<file path="src/rtl/cache_ctrl_fsm.sv">
// cache_ctrl_fsm: cache controller FSM with write-through/write-back policy, RAM timeout and saturating hit/miss statistics
module cache_ctrl_fsm #(
  parameter int WAYS       = 4,
  parameter int WIDTH      = 8,
  parameter int WRITE_BACK = 0,
  parameter int TIMEOUT    = 15,
  parameter int CNT_WIDTH  = 16
) (
  input  logic                            clk,
  input  logic                            rst,
  input  logic                            we,
  input  logic                            re,
  input  logic                            hit,
  input  logic                            victim_dirty,
  input  logic [$clog2(WAYS)-1:0]         chosen_way,
  input  logic [WIDTH-1:0]                data_in,
  input  logic [WIDTH-1:0]                data_from_RAM,
  input  logic [WAYS-1:0][WIDTH-1:0]      data_from_cache,
  input  logic                            ram_ack,
  output logic                            done,
  output logic                            busy,
  output logic                            err,
  output logic                            cache_we,
  output logic                            set_dirty,
  output logic                            clr_dirty,
  output logic                            RAM_we,
  output logic                            ram_re,
  output logic [WIDTH-1:0]                cache_data_in,
  output logic [WIDTH-1:0]                ram_data_out,
  output logic [WIDTH-1:0]                data_out,
  output logic [CNT_WIDTH-1:0]            hit_count,
  output logic [CNT_WIDTH-1:0]            miss_count
);
  localparam int WW = $clog2(WAYS);
  localparam int TW = $clog2(TIMEOUT + 1);
  typedef enum logic [2:0] {IDLE, LOOKUP, EVICT, FILL, RAMWR, RESP} state_t;
  state_t               state_q, state_d;
  logic                 wr_q, wr_d, err_q, err_d;
  logic [WIDTH-1:0]     data_q, data_d, rdata_q, rdata_d;
  logic [WW-1:0]        way_q, way_d;
  logic [TW-1:0]        cnt_q, cnt_d;
  logic [CNT_WIDTH-1:0] hits_q, hits_d, miss_q, miss_d;
  logic                 expired;
  assign expired    = cnt_q == TW'(TIMEOUT - 1);
  assign busy       = state_q != IDLE;
  assign done       = state_q == RESP;
  assign err        = err_q;
  assign data_out   = (done && !wr_q) ? rdata_q : '0;
  assign hit_count  = hits_q;
  assign miss_count = miss_q;
  // next state, captured request fields, counters and cache/RAM strobes
  always_comb begin
    state_d = state_q;
    wr_d = wr_q;
    data_d = data_q;
    way_d = way_q;
    rdata_d = rdata_q;
    err_d = err_q;
    hits_d = hits_q;
    miss_d = miss_q;
    cnt_d = '0;
    cache_we = 1'b0;
    set_dirty = 1'b0;
    clr_dirty = 1'b0;
    RAM_we = 1'b0;
    ram_re = 1'b0;
    cache_data_in = '0;
    ram_data_out = '0;
    case (state_q)
      IDLE: if (we || re) begin
        state_d = LOOKUP;
        wr_d = we;
        data_d = data_in;
        way_d = chosen_way;
        rdata_d = '0;
        err_d = 1'b0;
      end
      LOOKUP: if (hit) begin
        hits_d = hits_q + CNT_WIDTH'(~&hits_q);
        if (!wr_q) begin
          rdata_d = data_from_cache[way_q];
          state_d = RESP;
        end else begin
          cache_we = 1'b1;
          cache_data_in = data_q;
          set_dirty = WRITE_BACK != 0;
          state_d = (WRITE_BACK != 0) ? RESP : RAMWR;
        end
      end else begin
        miss_d = miss_q + CNT_WIDTH'(~&miss_q);
        if (wr_q && WRITE_BACK == 0) state_d = RAMWR;
        else if (WRITE_BACK != 0 && victim_dirty) state_d = EVICT;
        else if (!wr_q) state_d = FILL;
        else begin
          cache_we = 1'b1;
          set_dirty = 1'b1;
          cache_data_in = data_q;
          state_d = RESP;
        end
      end
      EVICT: begin
        RAM_we = 1'b1;
        ram_data_out = data_from_cache[way_q];
        if (ram_ack && wr_q) begin
          cache_we = 1'b1;
          set_dirty = 1'b1;
          cache_data_in = data_q;
          state_d = RESP;
        end else if (ram_ack) state_d = FILL;
        else if (expired) begin
          err_d = 1'b1;
          state_d = RESP;
        end else cnt_d = cnt_q + TW'(1);
      end
      FILL: begin
        ram_re = 1'b1;
        if (ram_ack) begin
          cache_we = 1'b1;
          clr_dirty = 1'b1;
          cache_data_in = data_from_RAM;
          rdata_d = data_from_RAM;
          state_d = RESP;
        end else if (expired) begin
          err_d = 1'b1;
          state_d = RESP;
        end else cnt_d = cnt_q + TW'(1);
      end
      RAMWR: begin
        RAM_we = 1'b1;
        ram_data_out = data_q;
        if (ram_ack) state_d = RESP;
        else if (expired) begin
          err_d = 1'b1;
          state_d = RESP;
        end else cnt_d = cnt_q + TW'(1);
      end
      RESP: state_d = IDLE;
      default: state_d = IDLE;
    endcase
  end
  // state and captured registers, cleared asynchronously by reset
  always_ff @(posedge clk or posedge rst) begin
    if (rst) begin
      state_q <= IDLE;
      wr_q <= 1'b0;
      data_q <= '0;
      way_q <= '0;
      rdata_q <= '0;
      err_q <= 1'b0;
      cnt_q <= '0;
      hits_q <= '0;
      miss_q <= '0;
    end else begin
      state_q <= state_d;
      wr_q <= wr_d;
      data_q <= data_d;
      way_q <= way_d;
      rdata_q <= rdata_d;
      err_q <= err_d;
      cnt_q <= cnt_d;
      hits_q <= hits_d;
      miss_q <= miss_d;
    end
  end
endmodule
</file>
<file path="config.mk">
export PLATFORM = sky130hd
export DESIGN_NAME = cache_ctrl_fsm
export DESIGN_NICKNAME = d
export VERILOG_FILES = /design/src/rtl/cache_ctrl_fsm.sv
export SDC_FILE = /design/constraint.sdc
export NUM_CORES = 1
export LEC_CHECK = 0
export ABC_AREA = 1
export CORE_AREA = 2 2 97 99
export CTS_CLUSTER_DIAMETER = 30
export CTS_CLUSTER_SIZE = 20
export DETAILED_ROUTE_END_ITERATION = 10
export DIE_AREA = 0 0 99 101
export HOLD_SLACK_MARGIN = 0.15
export PLACE_DENSITY = 0.77
export SETUP_SLACK_MARGIN = 0.15
export SLEW_MARGIN = 10
export SYNTH_ARGS = -nofsm -noshare
export SYNTH_HDL_FRONTEND = slang
export SYNTH_SLANG_ARGS = --single-unit
</file>
<file path="constraint.sdc">
create_clock -name clk -period 2 [get_ports clk]
set_clock_uncertainty 0.15 [all_clocks]
set_input_delay 0.2 -clock clk [delete_from_list [all_inputs] [get_ports clk]]
set_output_delay 0.2 -clock clk [all_outputs]
set_load 0.01 [all_outputs]
</file>
; Word level (Yosys, flattened, before mapping)
; Index checks and enable logic that the tools add are counted.
[classes]
n_eq_ne = 11
addsub = 3
bitwise_logic = 1
n_reduce_logical = 19
mux = 41
magnitude_cmp = 1
[ops]
columns = operator, count
row1 = $mux 8, 10
row2 = $pmux 8 s3, 2
row3 = $add 16x1->16, 2
row4 = $reduce_and 16->1, 2
row5 = $mux 3, 7
row6 = $bmux 8 s2, 1
row7 = $pmux 8 s2, 1
row8 = $mux 1, 13
row9 = $mux 4, 3
row10 = $pmux 3 s4, 1
row11 = $ne 2x2->1 const B, 5
row12 = $reduce_bool 3->1, 3
row13 = $pmux 4 s2, 1
row14 = $eq 3x2->1 const B, 2
row15 = $eq 3x3->1 const B, 2
row16 = $pmux 1 s3, 2
row17 = $reduce_and 2->1, 3
row18 = $reduce_and 5->1, 1
row19 = $add 4x1->4 const B, 1
row20 = $eq 4x4->1 const B, 1
row21 = $reduce_or 2->1, 2
row22 = $eq 3x1->1 const B, 1
row23 = $logic_not 1->1, 3
row24 = $logic_not 3->1, 1
row25 = 5 further kinds, 6
[totals]
ff_bits = 59
inputBits = 57
wordCells = 85

; Longest topological paths before layout
[logic_depth]
depth_word = 5
mapped_depth = 14
depth_no_buf = 14

; Worst setup path before layout
; OpenSTA, ideal clock, no wires.
[synth_timing]
kind = reg-to-reg
from = register miss_q[5], in the netlist miss_count[5]
to = register miss_q[4], in the netlist miss_count[4]
path_buffers = 0
arrival_time_ns = 1.739
stages_incl_launch_ff = 11
setup_slack_ns = -0.017
period_less_slack_ns = 2.017
path_cell_list = dfrtp_1 nand2_1 nor2_1 inv_1 nor2_1 nand4_1 ha_1 ha_1 nand2_1 nor2_4 xor2_1
[synth_via]
elab_chain_len = 3
[synth_lines]
columns = item, line_no
row1 = start: declaration, 42  ; logic [CNT_WIDTH-1:0] hits_q, hits_d, miss_q, miss_d;
row2 = start signal: assignment, 162  ; miss_q <= miss_d;
row3 = $reduce_and 16->1, 90  ; miss_d = miss_q + CNT_WIDTH'(~&miss_q);
row4 = $logic_not 1->1, 90
row5 = $add 16x1->16, 90
; No other way between the ends.
; A chain may end at the register's enable or synchronous reset.

; Worst setup path in the final report
[layout_timing]
from = register state_q[1]
to = output cache_data_in[3]
[layout_via]
elab_chain_len = 2
[layout_lines]
columns = item, line_no
row1 = start: declaration, 37  ; state_t state_q, state_d;
row2 = start signal: assignment, 154  ; state_q <= state_d;
row3 = $eq 3x2->1 / $eq 3x1->1 (equally long branches), 69  ; case (state_q)
row4 = $pmux 8 s3 (*), 69
row5 = end: declaration, 28  ; output logic [WIDTH-1:0] cache_data_in,
; Mark *: on every way between the ends. The rest lies on a longest branch, timed or not.

==> results_tabular.tex <==
\begin{tabular}{lr}
\hline
Metric & Value \\
\hline
\multicolumn{2}{l}{\textbf{Run status}} \\
\quad Run status & complete, but fails checks \\
\quad Violations in the final reports & negative setup slack \\
\multicolumn{2}{l}{\textbf{GRT}} \\
\quad Global-route wire length before repair & 19.8 mm \\
\quad Global router's overall resource usage & 24.7\% \\
\quad Maximum number of pins on one net before global-route repair & 60 \\
\quad Number of antenna violations at the first check in global routing & 0 \\
\quad Total congestion overflow after global routing & 0 \\
\quad Number of global-route vias before repair & around 4.2k \\
\multicolumn{2}{l}{\textbf{Worst hold path}} \\
\quad Hold path startpoint & data\_in[6] \\
\quad Path type of the worst min-delay path & in2reg \\
\multicolumn{2}{l}{\textbf{Placement}} \\
\quad Inst Count DP & 810 \\
\quad Final GP Congestion & 0.897 \\
\quad Post-detail-place hpwl & roughly 9.0 mm \\
\quad Number of buffers added on ports & 119 \\
\quad Total cell area at the placement stage & 5380 um2 \\
\multicolumn{2}{l}{\textbf{CTS}} \\
\quad Clock net sink count & 59 \\
\quad Deepest level of the CTS H-tree & 3 \\
\quad Skew-Pair Late Insertion Delay & 340 ps \\
\quad TritonCTS clock tree & built \\
\quad Number of clock buffers inserted by TritonCTS & 9 \\
\quad Clock Pin Slew Worst Setup and Hold Paths & approximately 70 ps \\
\quad Cell at the root of the clock tree & sky130\_fd\_sc\_hd\_\_clkbuf\_8 \\
\quad Clock buffer depth & 2 \\
\multicolumn{2}{l}{\textbf{Yosys}} \\
\quad Number of synthesized flops with an enable pin & 0 \\
\quad Yosys warnings & 0 \\
\quad Avg Inst Size Synth & 6.81 um2 \\
\quad Yosys top cell by area & sky130\_fd\_sc\_hd\_\_dfrtp\_1 \\
\quad Combined area of all synthesized cells & around 3700 um2 \\
\quad Flops \& latches, synth & 59 \\
\quad Part of the Yosys area used for sequential elements & 40.3\% \\
\quad Mapped Nets & 602 \\
\quad Most used flip-flop cell after synthesis & sky130\_fd\_sc\_hd\_\_dfrtp\_1 \\
\quad Fraction of synthesized cell area taken by the top area cell type & 40.3\% \\
\quad Dominant cells by area after synthesis & sky130\_fd\_sc\_hd\_\_dfrtp\_1 40\%, sky130\_fd\_sc\_hd\_\_nand2\_1 20\%, sky130\_fd\_sc\_hd\_\_nor2\_1 6.7\% \\
\quad Most numerous cell in the Yosys netlist & sky130\_fd\_sc\_hd\_\_nand2\_1 \\
\quad Cell types with the highest counts after synthesis & 197 x sky130\_fd\_sc\_hd\_\_nand2\_1, 65 x sky130\_fd\_sc\_hd\_\_nor2\_1, 60 x sky130\_fd\_sc\_hd\_\_inv\_1, 59 x sky130\_fd\_sc\_hd\_\_dfrtp\_1, 38 x sky130\_fd\_sc\_hd\_\_nand3\_1 \\
\quad Post-synthesis instance total & 538 \\
\quad Count of unique library cells instantiated by Yosys & 29 \\
\quad Share of flip-flops with an asynchronous set or reset after synthesis & 100\% \\
\multicolumn{2}{l}{\textbf{Worst setup path}} \\
\quad Classification of the worst setup path & reg2out \\
\quad Largest driver fanout on the critical path & 4 \\
\quad Source of the worst register-to-register timing path & miss\_count[6] \\
\quad Critical path required time & 1650 ps \\
\quad Crit path launch type & register \\
\quad Capturing element type of the critical path & primary output \\
\quad Arrival time at the worst endpoint & between 1500 and 2000 ps \\
\quad Origin of the worst setup path & state\_q[1] \\
\multicolumn{2}{l}{\textbf{Finish}} \\
\quad Synthesis-to-layout area growth & 70.3\% \\
\quad Area used by sequential logic in the layout & $\sim$1500 um2 \\
\quad Post-Layout Cell Count & 853 \\
\quad Layout cell share with drive strength beyond 1 & around a third \\
\quad Multi-input gate area in the final layout & 2430 um2 \\
\quad Number of fillers in the final layout & 666 \\
\quad Final core area utilization & a little under 70\% \\
\quad Antenna cells & 0 \\
\quad Layout net count & about 800 \\
\quad Cell area after layout & 6240 um2 \\
\multicolumn{2}{l}{\textbf{STA}} \\
\quad Final Setup Violations & 6 \\
\quad Worst slew margin & 75.5\% \\
\quad Setup slack after layout & -36.0 ps \\
\quad Setup repair after global routing missed its margin & true \\
\quad Final worst path period need & 2040 ps \\
\quad Crit share post-route & 102\% \\
\quad Number of max-slew violations in the final report & 0 \\
\quad Slew of the pin with the lowest slew margin & roughly 360 ps \\
\quad Final hold violation count & 0 \\
\quad Maximum clock rate & 0.491 GHz \\
\multicolumn{2}{l}{\textbf{Power and ir drop}} \\
\quad IR drop worst, VDD & 0.575 mV \\
\quad Share of power burned in the clock network & between 10\% and 20\% \\
\quad Internal power contribution & roughly 4200 uW \\
\quad Lkg Pwr & about 0.003 uW \\
\quad Pwr Density & 1180 nW/um2 \\
\quad Switching pwr & 3160 uW \\
\quad Final total power & between 7000 and 8000 uW \\
\quad Switching share of total power & a little over two fifths \\
\quad Power share of the sequential group & between 20\% and 30\% \\
\quad Share of power burned in combinational logic & between 50 and 60\% \\
\multicolumn{2}{l}{\textbf{Routing}} \\
\quad Via-to-Cell Ratio & 5.16 \\
\quad Number of optimization iterations in the first detailed-route pass & 5 \\
\quad Post-route antenna net violation count & 0 \\
\quad DRC errors left & 0 \\
\quad Vias & 4,403 \\
\quad Post-detailed-route wirelength per cell & 15.5 um \\
\quad Detailed Route Iter0 Violations & 209 \\
\quad Routed Wire Length & 13.2 mm \\
\multicolumn{2}{l}{\textbf{Run}} \\
\quad Reported max-cap violation count & 0 \\
\multicolumn{2}{l}{\textbf{Die}} \\
\quad Die width & 99 um \\
\quad Std cell rows & 35 \\
\quad Height of the die & $\sim$100 um \\
\quad Starting density of the core & 40.8\% \\
\quad Placeable core region & 8980 um2 \\
\quad Die area & 10000 um2 \\
\quad Top-level port count & about 120 \\
\hline
\end{tabular}
[registers in the layout (all words and copies together) (netlist names)]
| name | cells |
|---|---|
| hit_count | 16 |
| miss_count | 16 |
| data_q | 8 |
| rdata_q | 8 |
| cnt_q | 4 |
| state_q | 3 |
| way_q | 2 |
| err | 1 |
| wr_q | 1 |
[worst max-delay path, cell delays in order, from the launching register on]
cell                      delay (ps)
sky130_fd_sc_hd__dfrtp_1         370
sky130_fd_sc_hd__inv_2            80
sky130_fd_sc_hd__nor2_4          130
sky130_fd_sc_hd__nand2_2          90
sky130_fd_sc_hd__nor3_4          210
sky130_fd_sc_hd__buf_6           130
sky130_fd_sc_hd__nor2_4           40
sky130_fd_sc_hd__o21ai_1         140
sky130_fd_sc_hd__buf_2           150
[layer usage]
layer  global-route usage (%)  share of wire (%)
met4                     10.9                3.6
met3                     4.99                6.2
met2                     39.9                 50
met5                        0                  0
met1                     32.2                 40
[cell usage in the layout, fill, tap and decap left out, types with 8 or more instances in the layout]
cell,instances
sky130_fd_sc_hd__buf_2,26
sky130_fd_sc_hd__buf_6,12
sky130_fd_sc_hd__dfrtp_1,58
sky130_fd_sc_hd__nand2_4,8
sky130_fd_sc_hd__buf_4,66
sky130_fd_sc_hd__nor2_1,38
sky130_fd_sc_hd__nand2_2,21
sky130_fd_sc_hd__nor2_2,12
sky130_fd_sc_hd__nand2_1,170
sky130_fd_sc_hd__clkdlybuf4s50_1,85
sky130_fd_sc_hd__nand4_1,11
sky130_fd_sc_hd__nor2_4,20
sky130_fd_sc_hd__xor2_1,8
sky130_fd_sc_hd__inv_1,53
sky130_fd_sc_hd__a21oi_1,12
sky130_fd_sc_hd__clkbuf_8,10
sky130_fd_sc_hd__nand3_1,29
sky130_fd_sc_hd__o21ai_0,16
sky130_fd_sc_hd__o21ai_1,12
[path summary, 6_finish.rpt]
check / slack, ps / endpoint / depth (start not counted)
max: -40 / cache_data_in[3] / 8
min: 280 / data_q[6] / 3
max reg2reg: 80 / miss_count[12] / 11
min reg2reg: 330 / rdata_q[6] / 2
max in group asynchronous: 780 / state_q[0] / 4
min in group asynchronous: 630 / miss_count[13] / 4
[metrics by stage]
| step | setup WS, ps | setup TNS (ps) | hold WS [ps] |
|---|---|---|---|
| after floorplan | 124 | 0 | 121 |
| after global placement | -277 | -2520 | 316 |
| after detailed placement | -361 | -3280 | 316 |
| after CTS | -1.83 | -1.83 | 278 |
| after global routing | -85.9 | -918 | 273 |
| final | -36.0 | -106 | 278 |
[kinds of logic after synthesis]
family | share of synthesized area, %
buffers and inverters | 7.79
AO/OA/AOI/OAI | 7.99
adder cells (fa/ha/maj) | 2.39
flip-flops | 40.3
AND/OR/NAND/NOR | 37.5
XOR/XNOR | 4.06
[layout make-up]
class | instances | area share, %
inverter | 63 | 3.97
sequential | 59 | 23.7
clock buffer | 12 | 2.33
clock inverter | 4 | 1.56
multi-input combinational | 407 | 39.0
tap | 111 | 2.23
timing repair buffer | 197 | 27.2
[power groups by stage]
stage	clock (uW)	combinational [uW]	sequential, uW
3_5_place_dp	0	3480	1710
4_1_cts	1370	3560	1690
5_1_grt	1440	4630	1740
3_3_place_gp	0	3410	1700
6_report	1360	4260	1710
2_1_floorplan	0	1740	1800
[repair_timing]
action | CTS | global route
hold buffers | 1 | 0
setup buffers | 6 | 18
resized for setup | 161 | 120
cloned | 1 | 1
hold endpoints to repair | 59 | 0
setup endpoints to repair | 48 | 64
pin swaps | 16 | 56
No activity file was read; power rests on OpenSTA's default activity.
